==> src/rtl/muldiv_unit.sv <==
// -----------------------------------------------------------------------------
// muldiv_unit
//   Iterative unsigned multiply/divide execute unit that sits behind the
//   register file. It accepts two read operands and a destination address.
//   It produces one result per operation and a one-cycle write strobe for the
//   register-file write port.
//
//   Ops: 00 MUL (low product), 01 MULHU (high product),
//        10 DIVU (quotient),   11 REMU (remainder)
//
//   Ports
//     CLK, RESET        clock, asynchronous active-low reset
//     Start             request, sampled only while idle
//     Op                operation select
//     OperandA/B        multiplicand/dividend, multiplier/divisor
//     DestAddr          destination register
//     Busy              high from the accept edge through the Done cycle
//     Done / RegWr      one-cycle completion / write-enable pulse
//     Result            result, held until the next completion
//     ResultAddr        destination of Result
//
//   Optional build macro: MULDIV_EARLY_OUT_EN
//     When it is defined, a multiply finishes as soon as the remaining
//     multiplier bits are all zero. A multiply with B=0 finishes like a
//     divide by zero. Division timing does not change.
// -----------------------------------------------------------------------------
module muldiv_unit #(
    parameter int WIDTH  = 32,
    parameter int ADDR_W = 5
) (
    input  logic              CLK,
    input  logic              RESET,
    input  logic              Start,
    input  logic [1:0]        Op,
    input  logic [WIDTH-1:0]  OperandA,
    input  logic [WIDTH-1:0]  OperandB,
    input  logic [ADDR_W-1:0] DestAddr,
    output logic              Busy,
    output logic              Done,
    output logic              RegWr,
    output logic [WIDTH-1:0]  Result,
    output logic [ADDR_W-1:0] ResultAddr
);

    localparam int CNT_W = $clog2(WIDTH + 1);
    localparam logic [CNT_W-1:0] CNT_ONE  = CNT_W'(1);
    localparam logic [CNT_W-1:0] CNT_FULL = CNT_W'(WIDTH);

    typedef enum logic [1:0] {
        S_IDLE = 2'd0,
        S_RUN  = 2'd1,
        S_DONE = 2'd2
    } state_t;

    state_t              state_q, state_d;
    logic [CNT_W-1:0]    count_q, count_d;
    logic [1:0]          op_q, op_d;
    logic [ADDR_W-1:0]   dest_q, dest_d;
    // Multiply datapath: the multiplicand shifts left and the multiplier shifts right.
    logic [2*WIDTH-1:0]  acc_q, acc_d;
    logic [2*WIDTH-1:0]  mcand_q, mcand_d;
    logic [WIDTH-1:0]    mplier_q, mplier_d;
    // Divide datapath: the dividend shifts out of quo_q while quotient bits shift in.
    logic [WIDTH-1:0]    rem_q, rem_d;
    logic [WIDTH-1:0]    quo_q, quo_d;
    logic [WIDTH-1:0]    divisor_q, divisor_d;
    // Registered outputs
    logic                busy_q, busy_d;
    logic                done_q, done_d;
    logic [WIDTH-1:0]    result_q, result_d;
    logic [ADDR_W-1:0]   result_addr_q, result_addr_d;

    // Iteration datapath signals
    logic [2*WIDTH-1:0]  mul_sum_s;
    logic [WIDTH:0]      shifted_s;
    logic [WIDTH:0]      diff_s;
    logic                take_s;

    // One shift-add step and one restoring-division step, computed from the current state.
    always_comb begin
        mul_sum_s = acc_q + (mplier_q[0] ? mcand_q : {(2*WIDTH){1'b0}});
        shifted_s = {rem_q, quo_q[WIDTH-1]};
        diff_s    = shifted_s - {1'b0, divisor_q};
        // The partial remainder is always below 2*divisor. Bit WIDTH of the
        // difference is therefore set exactly when the subtraction underflows.
        take_s    = ~diff_s[WIDTH];
    end

    // Next-state logic and datapath updates for the IDLE -> RUN -> DONE sequence.
    always_comb begin
        state_d       = state_q;
        count_d       = count_q;
        op_d          = op_q;
        dest_d        = dest_q;
        acc_d         = acc_q;
        mcand_d       = mcand_q;
        mplier_d      = mplier_q;
        rem_d         = rem_q;
        quo_d         = quo_q;
        divisor_d     = divisor_q;
        done_d        = 1'b0;
        result_d      = result_q;
        result_addr_d = result_addr_q;

        case (state_q)
            S_IDLE: begin
                if (Start) begin
                    op_d      = Op;
                    dest_d    = DestAddr;
                    count_d   = CNT_FULL;
                    acc_d     = {(2*WIDTH){1'b0}};
                    mcand_d   = {{WIDTH{1'b0}}, OperandA};
                    mplier_d  = OperandB;
                    rem_d     = {WIDTH{1'b0}};
                    quo_d     = OperandA;
                    divisor_d = OperandB;
                    if (Op[1] && (OperandB == {WIDTH{1'b0}})) begin
                        // Divide by zero returns an all-ones quotient and the
                        // dividend as the remainder. No iterations are run.
                        quo_d   = {WIDTH{1'b1}};
                        rem_d   = OperandA;
                        state_d = S_DONE;
                    end
`ifdef MULDIV_EARLY_OUT_EN
                    else if (OperandB == {WIDTH{1'b0}}) begin
                        state_d = S_DONE;
                    end
`endif
                    else begin
                        state_d = S_RUN;
                    end
                end else begin
                    state_d = S_IDLE;
                end
            end
            S_RUN: begin
                count_d = count_q - CNT_ONE;
                if (op_q[1]) begin
                    rem_d = take_s ? diff_s[WIDTH-1:0] : shifted_s[WIDTH-1:0];
                    quo_d = {quo_q[WIDTH-2:0], take_s};
                end else begin
                    acc_d    = mul_sum_s;
                    mcand_d  = {mcand_q[2*WIDTH-2:0], 1'b0};
                    mplier_d = {1'b0, mplier_q[WIDTH-1:1]};
                end
                if (count_q == CNT_ONE) begin
                    state_d = S_DONE;
                end
`ifdef MULDIV_EARLY_OUT_EN
                else if (!op_q[1] && (mplier_d == {WIDTH{1'b0}})) begin
                    state_d = S_DONE;
                end
`endif
                else begin
                    state_d = S_RUN;
                end
            end
            S_DONE: begin
                state_d       = S_IDLE;
                done_d        = 1'b1;
                result_addr_d = dest_q;
                case (op_q)
                    2'b00:   result_d = acc_q[WIDTH-1:0];
                    2'b01:   result_d = acc_q[2*WIDTH-1:WIDTH];
                    2'b10:   result_d = quo_q;
                    2'b11:   result_d = rem_q;
                    default: result_d = {WIDTH{1'b0}};
                endcase
            end
            default: begin
                state_d = S_IDLE;
            end
        endcase

        // Busy stays high through the cycle in which the Done pulse is visible.
        busy_d = (state_d != S_IDLE) || (state_q == S_DONE);
    end

    // State and datapath registers. Reset discards any operation in flight.
    always_ff @(posedge CLK or negedge RESET) begin
        if (!RESET) begin
            state_q       <= S_IDLE;
            count_q       <= {CNT_W{1'b0}};
            op_q          <= 2'b00;
            dest_q        <= {ADDR_W{1'b0}};
            acc_q         <= {(2*WIDTH){1'b0}};
            mcand_q       <= {(2*WIDTH){1'b0}};
            mplier_q      <= {WIDTH{1'b0}};
            rem_q         <= {WIDTH{1'b0}};
            quo_q         <= {WIDTH{1'b0}};
            divisor_q     <= {WIDTH{1'b0}};
            busy_q        <= 1'b0;
            done_q        <= 1'b0;
            result_q      <= {WIDTH{1'b0}};
            result_addr_q <= {ADDR_W{1'b0}};
        end else begin
            state_q       <= state_d;
            count_q       <= count_d;
            op_q          <= op_d;
            dest_q        <= dest_d;
            acc_q         <= acc_d;
            mcand_q       <= mcand_d;
            mplier_q      <= mplier_d;
            rem_q         <= rem_d;
            quo_q         <= quo_d;
            divisor_q     <= divisor_d;
            busy_q        <= busy_d;
            done_q        <= done_d;
            result_q      <= result_d;
            result_addr_q <= result_addr_d;
        end
    end

    assign Busy       = busy_q;
    assign Done       = done_q;
    assign RegWr      = done_q;
    assign Result     = result_q;
    assign ResultAddr = result_addr_q;

endmodule

==> config.mk <==
export PLATFORM = sky130hd
export DESIGN_NAME = muldiv_unit
export DESIGN_NICKNAME = d
export VERILOG_FILES = /design/src/rtl/muldiv_unit.sv
export SDC_FILE = /design/constraint.sdc
export NUM_CORES = 1
export LEC_CHECK = 0
export CAP_MARGIN = 10
export CORE_MARGIN = 5
export CORE_UTILIZATION = 23
export DETAILED_ROUTE_END_ITERATION = 6
export GPL_ROUTABILITY_DRIVEN = 1
export PLACE_DENSITY = 0.39
export REMOVE_ABC_BUFFERS = 1
export SLEW_MARGIN = 25
export SYNTH_ARGS = -nofsm -noshare
export SYNTH_HDL_FRONTEND = slang
export SYNTH_SLANG_ARGS = --single-unit
==> constraint.sdc <==
create_clock -name CLK -period 11.4 [get_ports CLK]
set_clock_uncertainty 0.05 [all_clocks]
set_input_delay 2.28 -clock CLK [delete_from_list [all_inputs] [get_ports CLK]]
set_output_delay 2.28 -clock CLK [all_outputs]
set_load 0.05 [all_outputs]
After elaboration in Yosys (flattened, before gate mapping)
Index checks and enable logic that the tools add are counted.
{"block": "totals", "ff_bits": 310, "input_bits": 74, "out_inout_bits": 40, "wordCells": 65}
{"block": "op_classes", "n_addsub": 3, "eq_ne": 9, "muxes": 27, "bitwise_logic": 1, "reduce_logical": 11}
{"cell": "2-to-1 mux 64 bit", "count": 5}
{"cell": "2-to-1 mux 32 bit", "count": 9}
{"cell": "case mux 64 bit (2 select lines)", "count": 2}
{"cell": "case mux 32 bit (2 select lines)", "count": 3}
{"cell": "case mux 32 bit (4 select lines)", "count": 1}
{"cell": "adder 64 bit", "count": 1}
{"cell": "subtractor 33 x 32 -> 33 bit", "count": 1}
{"cell": "logical NOT 32 bit", "count": 1}
{"cell": "case mux 6 bit (2 select lines)", "count": 1}
{"cell": "equality test 2 bit (second input constant)", "count": 3}
{"cell": "equality test 6 x 1 -> 1 bit (second input constant)", "count": 1}
{"cell": "2-to-1 mux 2 bit", "count": 3}
{"cell": "2-to-1 mux 6 bit", "count": 1}
{"cell": "inequality test 2 bit (second input constant)", "count": 3}
{"cell": "AND reduction 3 bit", "count": 2}
{"cell": "subtractor 6 x 1 -> 6 bit (second input constant)", "count": 1}
{"cell": "equality test 2 x 1 -> 1 bit (second input constant)", "count": 2}
{"cell": "logical NOT 2 bit", "count": 2}
{"cell": "case mux 2 bit (2 select lines)", "count": 1}
{"cell": "AND reduction 2 bit", "count": 2}
{"cell": "nonzero test 2 bit", "count": 2}
{"cell": "logical AND 1 bit", "count": 1}
{"cell": "logical OR 1 bit", "count": 1}
{"cell": "2-to-1 mux 1 bit", "count": 1}
{"cell": "NOT 1 bit", "count": 1}

Logic depth before layout (Yosys ltp)
{"block": "depth", "word_depth": 7, "depth_mapped": 16, "ltp_nobuf": 14}

Least setup slack after synthesis
No wires, ideal clock.
{"block": "synth_timing", "kind": "input -> register", "startpoint": "input Start", "endpoint": "register acc_q[2]", "setup_time_ns": 0.110, "t_arrival_ns": 3.817, "required_ns": 11.240, "setup_slack_ns": 7.423, "cell_stages": 9, "n_path_buf": 3, "path_cell_list": "mux2i_1 or2_2 clkbuf_1 nor2_1 nor2_1 clkbuf_1 clkbuf_1 nand2_1 o41ai_1"}
{"block": "synth_via", "elab_chain_len": 2}
{"item": "from (decl)", "line": "33", "text": "input logic Start,"}
{"item": "inequality test 2 bit (no line)"}
{"item": "AND reduction 3 bit (no line)"}
{"item": "to (signal assigned)", "line": "186", "text": "acc_q <= {(2*WIDTH){1'b0}};"}
{"item": "to (decl)", "line": "60", "text": "logic [2*WIDTH-1:0] acc_q, acc_d;"}
Every way passes these cells.
A chain may end at the register's enable or synchronous reset.

Worst setup path after layout
{"block": "layout_timing", "startpoint": "input Start", "endpoint": "register acc_q[1]"}
Same word-level chain as after synthesis.

==> impl_metrics.toml <==
[detailed_routing]
wire_per_inst_um = 19.4
firstDrtPassIters = 5
vias = 16400
viasPerCell = 4.85
detail-route-antenna-nets = 0
drc_errors = 0
totalWireLength_mm = 65.7
drt_first_iter_violations = 984

[place]
port-buffer-count = 113
dp.final_hpwl_mm = 47.3
pre_cts_ws_ns = 5.50
routabilityCongestion = 0.820

[sta]
finalHoldWorstSlack_ns = 0.422
layout_setup_ws_ns = 6.11
fmax_mhz = 189
fin_crit_sh_pct = 46.4
timing.final.crit_period_ns = 5.29
tightestPinTransition_ns = 1.06
final_setup_fails = 0
timing.final.max_slew_violations = 0
slew_headroom_pct = 29.5
final_hold_viol_count = 0
rsz0062_at_grt = "false"

[pwr]
power_density_mw_per_mm2 = 358
sw_frac_of_total_pct = 47.2
netSwitchingPower_mw = 3.92
vdd_ir_drop_max_mv = 0.148
p_leak_nw = 10.0
comb_power_share_pct = 58.7
power.sequential.fraction_pct = 25.1
pwr-share-clk_pct = 16.3
cellInternalPower_mw = 4.38

[logic_synthesis]
synthCells = 2187
synth_warnings = 0
postSynthAreaPerCell_um2 = 8.91
synth-async-reset-ratio_pct = 100
distinct_cell_type_count_of_the_synthesized_netlist = 78
synthFlopType = "dfrtp_1"
synth_edf_count = 0
yosysSeqAreaShare_pct = 39.8
synth_seq_cells = 310
mappedNetlistArea_mm2 = 0.0195

[clocking]
tritoncts = "built"
cts.sinks = 310
cts_inserted_buffers = 41
ctsLongestPathBuffers = 3
clk_pin_slew_worst_paths_ns = 0.05
clock_latency_ns = 0.57
cts_hold_repair.buffers = 0
ctsHtreeMaxLevel = 2
post_cts_resize_count = 0
clockRootBuffer = "clkbuf_16"
cts.repair_timing.setup_buffer_count = 0

[grt]
grt_remaining_overflow = 0
antenna_found_initial = 7
grt_pass1_wl_mm = 102
gr-usage-all-layers_pct = 14.3
grt_start_max_net_pins = 137
first_global_vias = 16700

[final_layout]
area_growth_syn_to_layout_pct = 18.8
design.final.nets = 2395
layout-drive-gt1-share_pct = 8.36

[setup_path]
worst_setup_path_start_kind = "primary input"
arrival_ns = 5.63
worst-endpoint-required_ns = 11.74
end_kind = "flop"
critical_path_class = "primary input to flop"
critical_path.max_fanout = 97

[run_status]
result_of_the_run = "completed"

[floorplanning]
design.portCount = 114
design.core.area_mm2 = 0.0838
dieHeight_um = 301
std_cell_rows = 106
dieArea_mm2 = 0.0907
initial_core_util_pct = 23.3
die_w_um = 301

[min_path]
type_of_the_tightest_min_delay_check = "flop to flop"

[run]
max_cap_violations = 0
## placed cells by master (no fill, tap or decap), drive strengths merged, types with 39 or more instances in the layout
| cell | instances |
|---|---|
| ha | 97 |
| nor2 | 157 |
| inv | 63 |
| nand2 | 333 |
| xnor2 | 41 |
| o21ai | 151 |
| a21oi | 123 |
| clkbuf | 57 |
| and2 | 73 |
| dfrtp | 310 |
| a31oi | 90 |
| a22o | 39 |
| nor3 | 47 |
| clkdlybuf4s50 | 112 |
| a21o | 58 |
| nand3 | 49 |
## layout make-up
cell class,instances,area [um2]
Antenna cell,1,2.50
Clock buffer,57,1210
Clock inverter,14,179
Fill cell,9044,60700
Inverter,62,233
Multi-Input combinational cell,1674,11000
Sequential cell,310,7760
Tap cell,1134,1420
Timing Repair Buffer,133,1340
## cell usage after synthesis (all sizes together) (12+ instances only)
cell | count | share of area (%)
nand2 | 333 | 6.4
dfrtp | 310 | 40
nor2 | 157 | 3.0
o21ai | 151 | 3.9
clkbuf | 125 | 2.4
a21oi | 123 | 3.2
ha | 97 | 6.2
a31oi | 90 | 2.9
and2 | 73 | 2.3
inv | 62 | 1.2
a21o | 58 | 2.2
nand3 | 49 | 1.3
nor3 | 47 | 1.2
xnor2 | 41 | 1.8
a22o | 39 | 1.8
mux2 | 38 | 2.2
xor2 | 37 | 1.7
and3 | 35 | 1.1
o31ai | 34 | 1.3
mux4 | 32 | 3.7
mux2i | 22 | 1.1
nand4 | 21 | 0.67
o21bai | 21 | 0.81
a211oi | 18 | 0.77
nor2b | 18 | 0.58
buf | 16 | 0.42
o211ai | 13 | 0.50
nor4 | 12 | 0.39
o21a | 12 | 0.47
## registers in the layout, summed over array words and instances (netlist names)
signal      count
mcand_q        64
state_q         2
acc_q          64
ResultAddr      5
op_q            2
quo_q          32
mplier_q       32
Done            1
rem_q          32
Busy            1
dest_q          5
Result         32
count_q         6
divisor_q      32
## layer usage
layer / global-route usage [%] / part of all wire, % / vias to the layer above
met5: 0 / 0.030 / -
met4: 4.05 / 2.6 / 2
met1: 19.5 / 46 / 8079
met3: 1.93 / 4.1 / 80
li1: - / - / 7944
met2: 23.7 / 47 / 325
## metrics by stage
| stage | setup TNS, ns | total power [mW] | cell area, um2 | utilization [%] | instances |
|---|---|---|---|---|---|
| after floorplan | -5.28 | 5.53 | 18900 | - | 2046 |
| after global placement | 0 | 6.93 | 21700 | 25.9 | 3311 |
| after detailed placement | 0 | 6.99 | 21700 | 25.9 | 3312 |
| after CTS | 0 | 8.40 | 23100 | 27.6 | 3383 |
| after global routing | 0 | 9.02 | 23100 | 27.6 | 3384 |
| final | 0 | 8.29 | 23100 | 27.6 | 3385 |
## power by group through the flow
stage / Sequential [mW] / Clock, mW / Combinational [mW]
after global placement: 2.08 / 0 / 4.84
after global routing: 2.14 / 1.43 / 5.45
final: 2.08 / 1.35 / 4.87
after detailed placement: 2.09 / 0 / 4.90
after CTS: 2.08 / 1.40 / 4.91
after floorplan: 2.09 / 0 / 3.44
## final timing paths
path                            slack, ns            to  cells after the start   startpoint
worst max-delay path                 6.11      acc_q[1]                      8        Start
worst min-delay path                 0.42     dest_q[0]                      2    dest_q[0]
worst max register to register       6.56     acc_q[56]                     15  mplier_q[0]
worst min register to register       0.42     dest_q[0]                      2    dest_q[0]
max in group asynchronous            7.96     dest_q[1]                      3        RESET
min in group asynchronous            1.53  divisor_q[4]                      1        RESET
## logic make-up (layout without fill, tap and decap cells)
| logic type | Yosys count | after routing | synth area share, % |
|---|---|---|---|
| xor gates and xnor gates | 78 | 78 | 3.51 |
| other | 0 | 1 | 0 |
| muxes | 92 | 92 | 7.02 |
| buffers and inverters | 203 | 266 | 4.04 |
| and+or+nand+nor | 786 | 786 | 18.5 |
| DFF | 310 | 310 | 39.8 |
| AOI/OAI and AO/OA | 619 | 619 | 20.7 |
| adders and majority gates | 99 | 99 | 6.43 |
## critical path, stage by stage
cell and delay (ns):
clkdlybuf4s50_1 0.49, mux2i_1 0.10, nor2_2 0.10, buf_4 0.39
nand2_1 0.64, nand2_4 0.55, buf_4 0.82, o22ai_1 0.18
(Power assumes the default switching activity.)
